$ cat src/rtl/brick_sequencer.sv
// Round controller for the three-brick game: steps the moving brick on divided ticks,
// freezes it on stop, checks alignment, and drives the aligne pulse and perdu level.
module brick_sequencer #(
  parameter int NPOS     = 8,
  parameter int POS_W    = 3,
  parameter int LIVES    = 3,
  parameter int DIV_INIT = 4
) (
  input  logic             clk,
  input  logic             reset,
  input  logic             tick,
  input  logic             start,
  input  logic             stop,
  output logic [POS_W-1:0] pos0,
  output logic [POS_W-1:0] pos1,
  output logic [POS_W-1:0] pos2,
  output logic [1:0]       moving,
  output logic [1:0]       lives,
  output logic             aligne,
  output logic             perdu
);

  typedef enum logic [2:0] {IDLE, RUN0, RUN1, RUN2, CHECK, LOST} state_t;

  localparam logic [POS_W-1:0] POS_MAX = POS_W'(NPOS - 1);
  localparam logic [3:0]       DIV0    = 4'(DIV_INIT);
  localparam logic [1:0]       LIVES0  = 2'(LIVES);

  state_t           state, state_nx;
  logic [POS_W-1:0] pos_q  [3];
  logic [POS_W-1:0] pos_nx [3];
  logic [1:0]       lives_q, lives_nx;
  logic             aligne_q, aligne_nx;
  logic [3:0]       div_q, div_nx;
  logic [3:0]       divcnt_q, divcnt_nx;
  logic [1:0]       run_idx;

  always_ff @(posedge clk or posedge reset) begin
    if (reset) begin
      state    <= IDLE;
      pos_q[0] <= '0;
      pos_q[1] <= '0;
      pos_q[2] <= '0;
      lives_q  <= LIVES0;
      aligne_q <= 1'b0;
      div_q    <= DIV0;
      divcnt_q <= 4'd0;
    end else begin
      state    <= state_nx;
      pos_q[0] <= pos_nx[0];
      pos_q[1] <= pos_nx[1];
      pos_q[2] <= pos_nx[2];
      lives_q  <= lives_nx;
      aligne_q <= aligne_nx;
      div_q    <= div_nx;
      divcnt_q <= divcnt_nx;
    end
  end

  always_comb begin
    state_nx  = state;
    pos_nx[0] = pos_q[0];
    pos_nx[1] = pos_q[1];
    pos_nx[2] = pos_q[2];
    lives_nx  = lives_q;
    aligne_nx = 1'b0;
    div_nx    = div_q;
    divcnt_nx = divcnt_q;
    run_idx   = 2'd0;
    if (state == RUN1) run_idx = 2'd1;
    if (state == RUN2) run_idx = 2'd2;

    case (state)
      IDLE, LOST: begin
        if (start) begin
          state_nx  = RUN0;
          lives_nx  = LIVES0;
          div_nx    = DIV0;
          divcnt_nx = 4'd0;
          pos_nx[0] = '0;
          pos_nx[1] = '0;
          pos_nx[2] = '0;
        end
      end
      RUN0, RUN1, RUN2: begin
        // stop has priority over a coincident tick, so the brick freezes where it shows
        if (stop) begin
          divcnt_nx = 4'd0;
          case (state)
            RUN0:    state_nx = RUN1;
            RUN1:    state_nx = RUN2;
            default: state_nx = CHECK;
          endcase
        end else if (tick) begin
          if (divcnt_q == div_q - 4'd1) begin
            divcnt_nx        = 4'd0;
            pos_nx[run_idx]  = (pos_q[run_idx] == POS_MAX) ? '0 : pos_q[run_idx] + 1'b1;
          end else begin
            divcnt_nx = divcnt_q + 4'd1;
          end
        end
      end
      CHECK: begin
        if (pos_q[0] == pos_q[1] && pos_q[1] == pos_q[2]) begin
          aligne_nx = 1'b1;
          div_nx    = (div_q > 4'd1) ? div_q - 4'd1 : 4'd1;
          state_nx  = RUN0;
        end else begin
          lives_nx = lives_q - 2'd1;
          state_nx = (lives_q == 2'd1) ? LOST : RUN0;
        end
      end
      default: state_nx = IDLE;
    endcase
  end

  always_comb begin
    case (state)
      RUN0:    moving = 2'd0;
      RUN1:    moving = 2'd1;
      RUN2:    moving = 2'd2;
      default: moving = 2'd3;
    endcase
  end

  assign pos0   = pos_q[0];
  assign pos1   = pos_q[1];
  assign pos2   = pos_q[2];
  assign lives  = lives_q;
  assign aligne = aligne_q;
  assign perdu  = (state == LOST);

endmodule

$ cat config.mk
export PLATFORM = sky130hd
export DESIGN_NAME = brick_sequencer
export DESIGN_NICKNAME = d
export VERILOG_FILES = /design/src/rtl/brick_sequencer.sv
export SDC_FILE = /design/constraint.sdc
export NUM_CORES = 1
export LEC_CHECK = 0
export ABC_AREA = 0
export CAP_MARGIN = 5
export CORE_MARGIN = 1
export CORE_UTILIZATION = 49
export DETAILED_ROUTE_END_ITERATION = 6
export GPL_ROUTABILITY_DRIVEN = 0
export PLACE_DENSITY = 0.75
export SLEW_MARGIN = 20
export SYNTH_ARGS = -nofsm -noshare
export SYNTH_HDL_FRONTEND = slang
export SYNTH_SLANG_ARGS = --single-unit
$ cat constraint.sdc
create_clock -name clk -period 2.15 [get_ports clk]
set_input_delay 0.645 -clock clk [delete_from_list [all_inputs] [get_ports clk]]
set_output_delay 0.645 -clock clk [all_outputs]
set_load 0.01 [all_outputs]
==> results of run 1 <==
## power breakdown
| part | switching, mW | internal (mW) | total (mW) |
|---|---|---|---|
| clock | 0.144 | 0.0700 | 0.214 |
| combinational | 0.641 | 0.600 | 1.24 |
| sequential | 0.107 | 0.538 | 0.645 |
| total | 0.891 | 1.21 | 2.10 |
## flip-flops by register name, summed over array words and instances (netlist names)
| name | flops |
|---|---|
| pos1 | 3 |
| pos2 | 3 |
| divcnt_q | 4 |
| pos0 | 3 |
| aligne | 1 |
| state | 3 |
| lives | 2 |
| div_q | 4 |
## kinds of logic (layout without fill, tap and decap cells)
| kind of cell | Yosys count | count (layout) |
|---|---|---|
| adder cells (fa/ha/maj) | 5 | 5 |
| flip-flops | 23 | 23 |
| AND/OR/NAND/NOR | 70 | 70 |
| buffers and inverters | 13 | 55 |
| XOR/XNOR | 8 | 8 |
| AO/OA/AOI/OAI | 39 | 39 |
| multiplexers | 8 | 8 |
## per-layer routing
layer | routed length, um | up-vias | part of all wire (%)
met5 | 0 | - | 0
met4 | 63 | 0 | 1.7
met3 | 108 | 5 | 3.0
met2 | 1760 | 44 | 48
met1 | 1720 | 697 | 47
li1 | - | 674 | -
## path summary, 6_finish.rpt
check | slack (ps) | end
setup / recovery | -50 | pos0[0]
hold / removal | 540 | lives[1]
setup reg to reg | -50 | pos0[0]
hold reg to reg | 540 | lives[1]
max in group asynchronous | 1010 | state[2]
min in group asynchronous | 600 | aligne
## cell type report
type | count | share of cell area [%]
inverter | 9 | 1.78
clock buffer | 3 | 1.19
sequential | 23 | 30.6
tap | 31 | 2.05
multi-input combinational | 130 | 45.0
clock inverter | 1 | 0.264
timing repair buffer | 42 | 19.1
## critical path, cell delays in order (launching register included)
cell and delay (ps):
dfstp_2 580, xor3_1 420, nor3_2 240, nand4_1 210, or4_1 580, o311ai_2 80
## stage by stage
step | instance area (um2) | hold WS [ps] | setup slack (ps) | TNS (ps) | instances
after floorplan | 1470 | 489 | 60.5 | 0 | 166
after global placement | 1820 | 513 | -90.8 | -554 | 231
after detailed placement | 1820 | 522 | -190 | -1390 | 231
after CTS | 1860 | 542 | 15.6 | 0 | 237
after global routing | 1900 | 568 | -137 | -370 | 239
final | 1900 | 539 | -45.6 | -45.6 | 239
## placed cells by master (no fill, tap or decap), drive strengths merged, types with 3 or more instances in the layout
master and instances:
xnor2 4, dfstp 3, clkdlybuf4s50 16, ha 5, dlygate4sd2 3, nand2 22
inv 9, dfrtp 20, a21oi 8, nor2 11, buf 23, mux2i 7
nand2b 9, o21ai 12, nand3 6, or3 5, clkbuf 3, nor3 6
xor2 3
## repair_timing
item / 4_1_cts / 5_1_grt
buffers inserted: 2 / 2
setup endpoints to repair: 3 / 8
pin swaps: 0 / 6
resized for setup: 4 / 6
==> impl_summary.log, run 1 <==
[metrics] result of the run: complete, but fails checks
[metrics] failing checks: setup timing
[metrics] xor/xnor share of the synthesized area: 5.82%
[metrics] final critical delay including setup and external delays: 2200 ps
[metrics] post-synthesis compound-gate area fraction: 17.3%
[metrics] met1 track demand over resource in global routing: a little over a third
[metrics] arrival time at the worst endpoint: 2440 ps
[metrics] top cell type by total area after synthesis: dfrtp_1
[metrics] type of the worst setup path: reg2reg
[metrics] number of input and output port buffers inserted: 19
[metrics] number of buffers added by the clock tree synthesis step: 3
[metrics] maximum VDD drop: around 0.92 mV
[metrics] number of vias after detailed routing: 1420
[metrics] cell types with the highest counts after synthesis: nand2_1, dfrtp_1, o21ai_0
[metrics] post-layout total power: 2.10 mW
[metrics] worst slew pin tran: 436 ps
[metrics] average wire per standard cell: 15.3 um
[metrics] Static Leak: 0.840 nW
[metrics] Cells on Worst Hold Path: 1
[metrics] yosys warns: 0
[metrics] First-pass DRT Iterations: 5
[metrics] top cell type's share of synthesized area: ~34%
[metrics] Reg2Reg Launch Point: div_q[2]
[metrics] proportion of layout cells with a drive suffix above 1: 18.8%
[metrics] area of the core: roughly 0.0028 mm2
[metrics] global-route wire length before repair: 6.09 mm
[metrics] instance count of the mapped netlist: 166
[metrics] relative slew slack: 70.9%
[metrics] fill cell count: 221
[metrics] TritonCTS sink count: 23
[metrics] fraction of met3 tracks used by global routing: 2.53%
[metrics] max-cap violation count: 0
[metrics] clock tree root driver cell: clkbuf_4
[metrics] remaining design rule violation count: 0
[metrics] most frequent cell after synthesis: nand2_1
[metrics] Final ANT Viol Nets: 0
[metrics] clock insertion delay at the later pin of the skew report: 330 ps
[metrics] floorplan row count: 19
[metrics] type of origin of the critical path: register
[metrics] Max Clock Freq: 455 MHz
[metrics] number of flops mapped to enable cells by yosys: 0
[metrics] I/O pins: 20
[metrics] main combinational cell family by area after synthesis: simple AND/OR/NAND/NOR gates
[metrics] die width: 56.6 um
[metrics] post-synth net total: 176
[metrics] area fraction in and, or, nand and nor cells after synthesis: 24.1%
[metrics] routed wire length: about 3.7 mm
[metrics] final number of hold-violating endpoints: 0
[metrics] pins over their slew limit: 0
[metrics] detail-routed via count per cell: 5.94
[metrics] critical path peak fanout: 4
[metrics] final setup fails: 1
[metrics] R2R depth: 5
[metrics] ranking of synthesized cells by area: dfrtp_1, nand2_1, dfstp_2
[metrics] clock tree from TritonCTS: yes
[metrics] power density relative to cell area: 1110 mW/mm2
[metrics] area of the die: 0.00320 mm2
[metrics] final layout net count: 219
[metrics] post-synthesis async set-or-reset flop share: 100%
[metrics] most used routing layer in global routing: met2
[metrics] critical path capture point type: register
[metrics] area growth from synthesis to layout: 29.7%
[metrics] combined area of the multi-input logic cells: around 850 um2
[metrics] unique cell type count in the Yosys netlist: 40
[metrics] Total Routing Usage GR: approximately 25%
[metrics] Longest Clk Path Bufs: 2
[metrics] Finished Core Util: 68.2%
[metrics] combined flip-flop and latch cell area: around 580 um2
[metrics] Initial Utilization: 52.5%
[metrics] clk_skew: 8.30 ps
[metrics] post-route worst setup slack: -45.6 ps
[metrics] diode count: 0
[metrics] share of synthesized area spent on multiplexers: under 10%
[metrics] Die Span Y: 56.6 um
[metrics] maximum number of pins on one net before global-route repair: 15
[metrics] DRC marker count from the first detailed-route iteration: between 60 and 70
[metrics] H-tree depth: 1
[metrics] half-perimeter wire length of the detailed placement result: 2.68 mm
[metrics] share of the cycle needed by the critical path after routing: 102%
[metrics] share of synthesized area occupied by flip-flops and latches: about two fifths
[metrics] RSZ-0062 raised after global routing: yes
[metrics] critical path required time: around 2400 ps
[metrics] fraction of met2 tracks used by global routing: about two fifths
[metrics] number of antenna violations at the first check in global routing: 0
[metrics] Avg Synthesized Cell Area: 8.80 um2
[metrics] Main synth FF type: dfrtp_1
[metrics] number of global-route vias before repair: between 1k and 1.5k
[metrics] total of hold buffers inserted after clock tree synthesis: 0
[metrics] Hold Path Origin: lives[1]
[metrics] Remaining Overflow, GRT: 0
[metrics] synthesized cell area: 0.00146 mm2
[metrics] share of synthesized cell area in full adder, half adder and majority cells: under 10%
[metrics] clock-pin slew of the registers on the worst-case setup and hold paths: 140 ps
[metrics] worst min-delay path class: reg2reg
[metrics] Seq cells post-synth: 23
[metrics] timing startpoint of the critical path: div_q[2]
(Power assumes the default switching activity.)
==> run 2: changes to the inputs <==
GPL_ROUTABILITY_DRIVEN = default   (was 0)
==> impl_summary.log, run 2 (synthesized netlist as in run 1, its figures left out) <==
[metrics] number of input and output port buffers inserted: 19 (unchanged)
[metrics] critical path required time: 2380 ps (-20 ps)
[metrics] Max Clock Freq: 460 MHz (+0.91%)
[metrics] max-cap violation count: 0 (unchanged)
[metrics] Total Routing Usage GR: 24.3% (-0.37 points)
[metrics] combined area of the multi-input logic cells: 876 um2 (+2.8%)
[metrics] TritonCTS sink count: 23 (unchanged)
[metrics] routability congestion estimate from global placement: 0.901
[metrics] diode count: 0 (unchanged)
[metrics] type of origin of the critical path: register
[metrics] relative slew slack: 78.5% (+7.6 points)
[metrics] clock insertion delay at the later pin of the skew report: 310 ps (-20 ps)
[metrics] clock-pin slew of the registers on the worst-case setup and hold paths: 140 ps (about the same)
[metrics] result of the run: complete, but fails checks
[metrics] critical path peak fanout: 4 (unchanged)
[metrics] I/O pins: 20 (unchanged)
[metrics] fill cell count: 207 (-6.3%)
[metrics] area of the die: 0.00320 mm2 (unchanged)
[metrics] failing checks: setup timing
[metrics] final number of hold-violating endpoints: 0 (unchanged)
[metrics] post-layout total power: 2.13 mW (+1.2%)
[metrics] clock tree root driver cell: clkbuf_4
[metrics] worst slew pin tran: 319 ps (-117 ps)
[metrics] area growth from synthesis to layout: 31.6%
[metrics] type of the worst setup path: reg2reg
[metrics] final critical delay including setup and external delays: 2180 ps (-19.9 ps)
[metrics] Static Leak: 0.858 nW (+2.2%)
[metrics] Die Span Y: 56.6 um (unchanged)
[metrics] final non-filler cell area: 0.00192 mm2 (+1.5%)
[metrics] global-route wire length before repair: 6.12 mm (+0.46%)
[metrics] R2R depth: 7 (+2)
[metrics] DRC marker count from the first detailed-route iteration: 81 (+21%)
[metrics] area of the core: 0.00278 mm2 (unchanged)
[metrics] top library cells by usage in the layout, fill and taps aside: nand2_1, buf_4, dfrtp_1, clkdlybuf4s50_1, o21ai_0
[metrics] number of global-route vias before repair: 1316 (+0.69%)
[metrics] average wire per standard cell: 15.9 um (+3.9%)
[metrics] combined flip-flop and latch cell area: 581 um2 (unchanged)
[metrics] Reg2Reg Launch Point: div_q[1]
[metrics] floorplan row count: 19 (unchanged)
[metrics] routed wire length: 3.80 mm (+3.9%)
[metrics] Final ANT Viol Nets: 0 (unchanged)
[metrics] pins over their slew limit: 0 (unchanged)
[metrics] remaining design rule violation count: 0 (unchanged)
[metrics] detail-routed via count per cell: 5.74 (-3.4%)
[metrics] Longest Clk Path Bufs: 2 (unchanged)
[metrics] maximum VDD drop: 0.811 mV (-11%)
[metrics] RSZ-0062 raised after global routing: yes
[metrics] Area after DPL: 0.00182 mm2 (-0.41%)
[metrics] half-perimeter wire length of the detailed placement result: 2.55 mm (-4.7%)
[metrics] Remaining Overflow, GRT: 0 (unchanged)
[metrics] worst min-delay path class: reg2reg
[metrics] share of the cycle needed by the critical path after routing: 101% (-0.92 points)
[metrics] clk_skew: 1.49 ps (-6.81 ps)
[metrics] setup slack, reg-to-reg: -30 ps (+20 ps)
[metrics] number of vias after detailed routing: 1372 (-3.4%)
[metrics] power density relative to cell area: 1110 mW/mm2 (-0.21%)
[metrics] H-tree depth: 1 (unchanged)
[metrics] post-route worst setup slack: -25.8 ps (+19.9 ps)
[metrics] proportion of layout cells with a drive suffix above 1: 20.7% (+1.9 points)
[metrics] final layout net count: 219 (unchanged)
[metrics] die width: 56.6 um (unchanged)
[metrics] total of hold buffers inserted after clock tree synthesis: 0 (unchanged)
[metrics] final setup fails: 2 (+1)
[metrics] maximum number of pins on one net before global-route repair: 24 (+9)
[metrics] number of antenna violations at the first check in global routing: 0 (unchanged)
[metrics] clock tree from TritonCTS: yes
[metrics] post-route worst hold slack: 541 ps (+2.09 ps)
[metrics] Initial Utilization: 52.5% (unchanged)
[metrics] critical path capture point type: register
[metrics] timing endpoint of the critical path: pos0[0]
[metrics] First-pass DRT Iterations: 4 (-1)
[metrics] number of buffers added by the clock tree synthesis step: 3 (unchanged)
[metrics] timing startpoint of the critical path: div_q[1]
[metrics] Regs by FF count: div_q (4), divcnt_q (4)
[metrics] Finished Core Util: 69.1% (+0.99 points)
[metrics] R2R Path End: pos0[0]
[metrics] arrival time at the worst endpoint: 2400 ps (-40 ps)
==> run 2: final cells by class <==
type                    instances  share of cell area [%]
repair buffers                 42                    19.1
multi-input cells             130                    45.5
inverters                       9                    1.76
clock buffers                   3                    1.17
well taps                      31                    2.02
clock inverters                 1                   0.260
flip-flops and latches         23                    30.2
==> run 2: how the worst min path moves through the flow <==
stage / from / endpoint / slack [ps] / cells past startpoint
global placement: lives[1] / lives[1] / 510 / 1
global route: lives[1] / lives[1] / 560 / 1
finish: lives[1] / lives[1] / 540 / 1
detailed placement: div_q[1] / div_q[1] / 510 / 2
CTS: div_q[1] / div_q[1] / 540 / 2
floorplan: div_q[1] / div_q[1] / 490 / 2
==> run 2: worst max-delay path, stage by stage, from the launching register on <==
cell and delay (ps):
dfrtp_1 390, inv_2 60, ha_4 160, xor3_1 350, nor3_2 250, nand4_1 200, or4_4 590, o311ai_2 80
==> run 2: routing by layer <==
| layer | share of wire (%) | global-route usage [%] | vias to the layer above |
|---|---|---|---|
| li1 | - | - | 675 |
| met1 | 46 | 36.6 | 632 |
| met2 | 47 | 36.1 | 59 |
| met3 | 5.3 | 3.46 | 6 |
| met4 | 1.4 | 7.67 | 0 |
| met5 | 0 | 0 | - |
==> run 2: what timing repair did <==
action / CTS / global route
setup buffers: 1 / 4
pin swaps: 1 / 8
gates resized for setup: 3 / 12
endpoints found under the setup margin: 4 / 10
==> run 2: per-stage QoR <==
step	setup WS [ps]	std cells	setup TNS, ps
after detailed placement	-181	230	-1070
after CTS	14.8	235	0
after floorplan	60.5	166	0
after global placement	-89.6	230	-360
final	-25.8	239	-33.4
after global routing	-114	239	-559
==> run 2: report_power, final <==
part	internal, mW	total, mW	switching, mW
sequential	0.538	0.649	0.111
clock	0.0696	0.212	0.142
combinational	0.603	1.26	0.662
==> run 3: changes to the inputs <==
CAP_MARGIN = default   (was 5)
CORE_MARGIN = default   (was 1)
RECOVER_POWER = 50   (was default)
==> impl_summary.log, run 3 (synthesized netlist as in run 1, its figures left out) <==
[metrics] failing checks: setup timing
[metrics] area growth from synthesis to layout: 30.8%
[metrics] Total Routing Usage GR: 24.3% (unchanged)
[metrics] Final ANT Viol Nets: 0 (unchanged)
[metrics] critical path required time: 2370 ps (about the same)
[metrics] diode count: 0 (unchanged)
[metrics] result of the run: complete, but fails checks
[metrics] power density relative to cell area: 1110 mW/mm2 (about the same)
[metrics] First-pass DRT Iterations: 4 (unchanged)
[metrics] routed wire length: 3.81 mm (+0.50%)
[metrics] Routed met2 length: 1.77 mm (-1.4%)
[metrics] Area after DPL: 0.00182 mm2 (unchanged)
[metrics] half-perimeter wire length of the detailed placement result: 2.55 mm (unchanged)
[metrics] Total Neg Setup Slack: -45.1 ps (-11.6 ps)
[metrics] type of the worst setup path: reg2reg
[metrics] share of the cycle needed by the critical path after routing: 101% (+0.27 points)
[metrics] Regs by FF count: div_q (4), divcnt_q (4)
[metrics] relative slew slack: 13.3% (-65 points)
[metrics] clock-pin slew of the registers on the worst-case setup and hold paths: 140 ps (about the same)
[metrics] clock tree root driver cell: clkbuf_4
[metrics] clock tree from TritonCTS: yes
[metrics] global-route wire length before repair: 6.12 mm (unchanged)
[metrics] floorplan row count: 19 (unchanged)
[metrics] number of antenna violations at the first check in global routing: 0 (unchanged)
[metrics] final number of hold-violating endpoints: 0 (unchanged)
[metrics] proportion of layout cells with a drive suffix above 1: 19.2% (-1.4 points)
[metrics] maximum VDD drop: 0.813 mV (+0.19%)
[metrics] leading cell type in the layout, fill and taps excluded: nand2_1
[metrics] worst slew pin tran: 1300 ps (+981 ps)
[metrics] number of vias after detailed routing: 1409 (+2.7%)
[metrics] Met3 Routed Length: 219 um (+8.4%)
[metrics] clock insertion delay at the later pin of the skew report: 310 ps (about the same)
[metrics] detail-routed via count per cell: 5.90 (+2.7%)
[metrics] DRC marker count from the first detailed-route iteration: 91 (+12%)
[metrics] H-tree depth: 1 (unchanged)
[metrics] pins over their slew limit: 0 (unchanged)
[metrics] final critical delay including setup and external delays: 2180 ps (+5.85 ps)
[metrics] max-cap violation count: 0 (unchanged)
[metrics] Remaining Overflow, GRT: 0 (unchanged)
[metrics] remaining design rule violation count: 0 (unchanged)
[metrics] post-route worst setup slack: -31.6 ps (-5.85 ps)
[metrics] RSZ-0062 raised after global routing: yes
[metrics] critical path capture point type: register
[metrics] average wire per standard cell: 16.0 um (+0.50%)
[metrics] I/O pins: 20 (unchanged)
[metrics] maximum number of pins on one net before global-route repair: 24 (unchanged)
[metrics] Longest Clk Path Bufs: 2 (unchanged)
[metrics] final non-filler cell area: 0.00191 mm2 (-0.59%)
[metrics] Finished Core Util: 68.7% (-0.40 points)
[metrics] top routing layer in use: met4
[metrics] TritonCTS sink count: 23 (unchanged)
[metrics] Initial Utilization: 52.5% (unchanged)
[metrics] number of buffers added by the clock tree synthesis step: 3 (unchanged)
[metrics] Die Span Y: 56.6 um (unchanged)
[metrics] post-route met1 wirelength: 1.78 mm (+1.8%)
[metrics] Placed Cells: 230 (unchanged)
[metrics] post-route insts no fill: 239 (unchanged)
[metrics] routability congestion estimate from global placement: 0.901 (unchanged)
[metrics] Max Clock Freq: 458 MHz (-0.27%)
[metrics] Static Leak: 0.851 nW (-0.86%)
[metrics] final setup fails: 3 (+1)
[metrics] number of global-route vias before repair: 1316 (unchanged)
[metrics] post-route worst hold slack: 542 ps (+1.41 ps)
[metrics] number of input and output port buffers inserted: 19 (unchanged)
[metrics] worst min-delay path class: reg2reg
[metrics] top library cells by usage in the layout, fill and taps aside: nand2_1, dfrtp_1, buf_4, clkdlybuf4s50_1, o21ai_0
[metrics] die width: 56.6 um (unchanged)
[metrics] arrival time at the worst endpoint: 2410 ps (about the same)
[metrics] area of the core: 0.00278 mm2 (unchanged)
[metrics] area of the die: 0.00320 mm2 (unchanged)
[metrics] total of hold buffers inserted after clock tree synthesis: 0 (unchanged)
[metrics] critical path peak fanout: 4 (unchanged)
[metrics] clk_skew: 4.15 ps (+2.66 ps)
[metrics] final layout net count: 219 (unchanged)
[metrics] type of origin of the critical path: register
## run 3: area by class of cell
class	instances	area [um2]
fillers	209	870
flip-flops and latches	23	581
repair buffers	42	355
inverters	9	33.8
clock inverters	1	5.00
clock buffers	3	22.5
well taps	31	38.8
multi-input cells	130	876
## run 3: timing repair
action	CTS	global route
endpoints found under the setup margin	4	10
pin swaps	1	8
buffers inserted	1	4
resized for setup	3	12
## run 3: path summary, 6_finish.rpt
path / start / to / slack (ps) / depth (start not counted)
worst max register to register: div_q[1] / pos0[0] / -30 / 7
worst min register to register: lives[1] / lives[1] / 540 / 1
worst min-delay path: lives[1] / lives[1] / 540 / 1
worst max-delay path: div_q[1] / pos0[0] / -30 / 7
min in group asynchronous: reset / pos2[2] / 1040 / 3
max in group asynchronous: reset / state[2] / 260 / 3
## run 3: metal layers
layer  vias to the layer above  GRT usage (%)
li1                        678              -
met1                       654           36.6
met2                        69           36.1
met3                         8           3.46
met4                         0           7.67
met5                         -              0
## run 3: report_power, final
group	internal (mW)	switching, mW	total [mW]
logic	0.590	0.664	1.25
clock network	0.0695	0.142	0.211
registers	0.538	0.111	0.649
## run 3: worst max-delay path, cell delays in order, from the launching register on
cell      delay [ps]
dfrtp_1          390
inv_2             60
ha_4             160
xor3_1           350
nor3_2           250
nand4_1          210
or4_4            590
o311ai_2          80
## run 3: metrics by stage
| stage | worst slack (ps) | total power, mW |
|---|---|---|
| after global routing | -114 | 2.27 |
| after detailed placement | -181 | 1.84 |
| after CTS | 14.8 | 2.04 |
| after global placement | -89.6 | 1.81 |
| after floorplan | 60.5 | 1.36 |
| final | -31.6 | 2.12 |
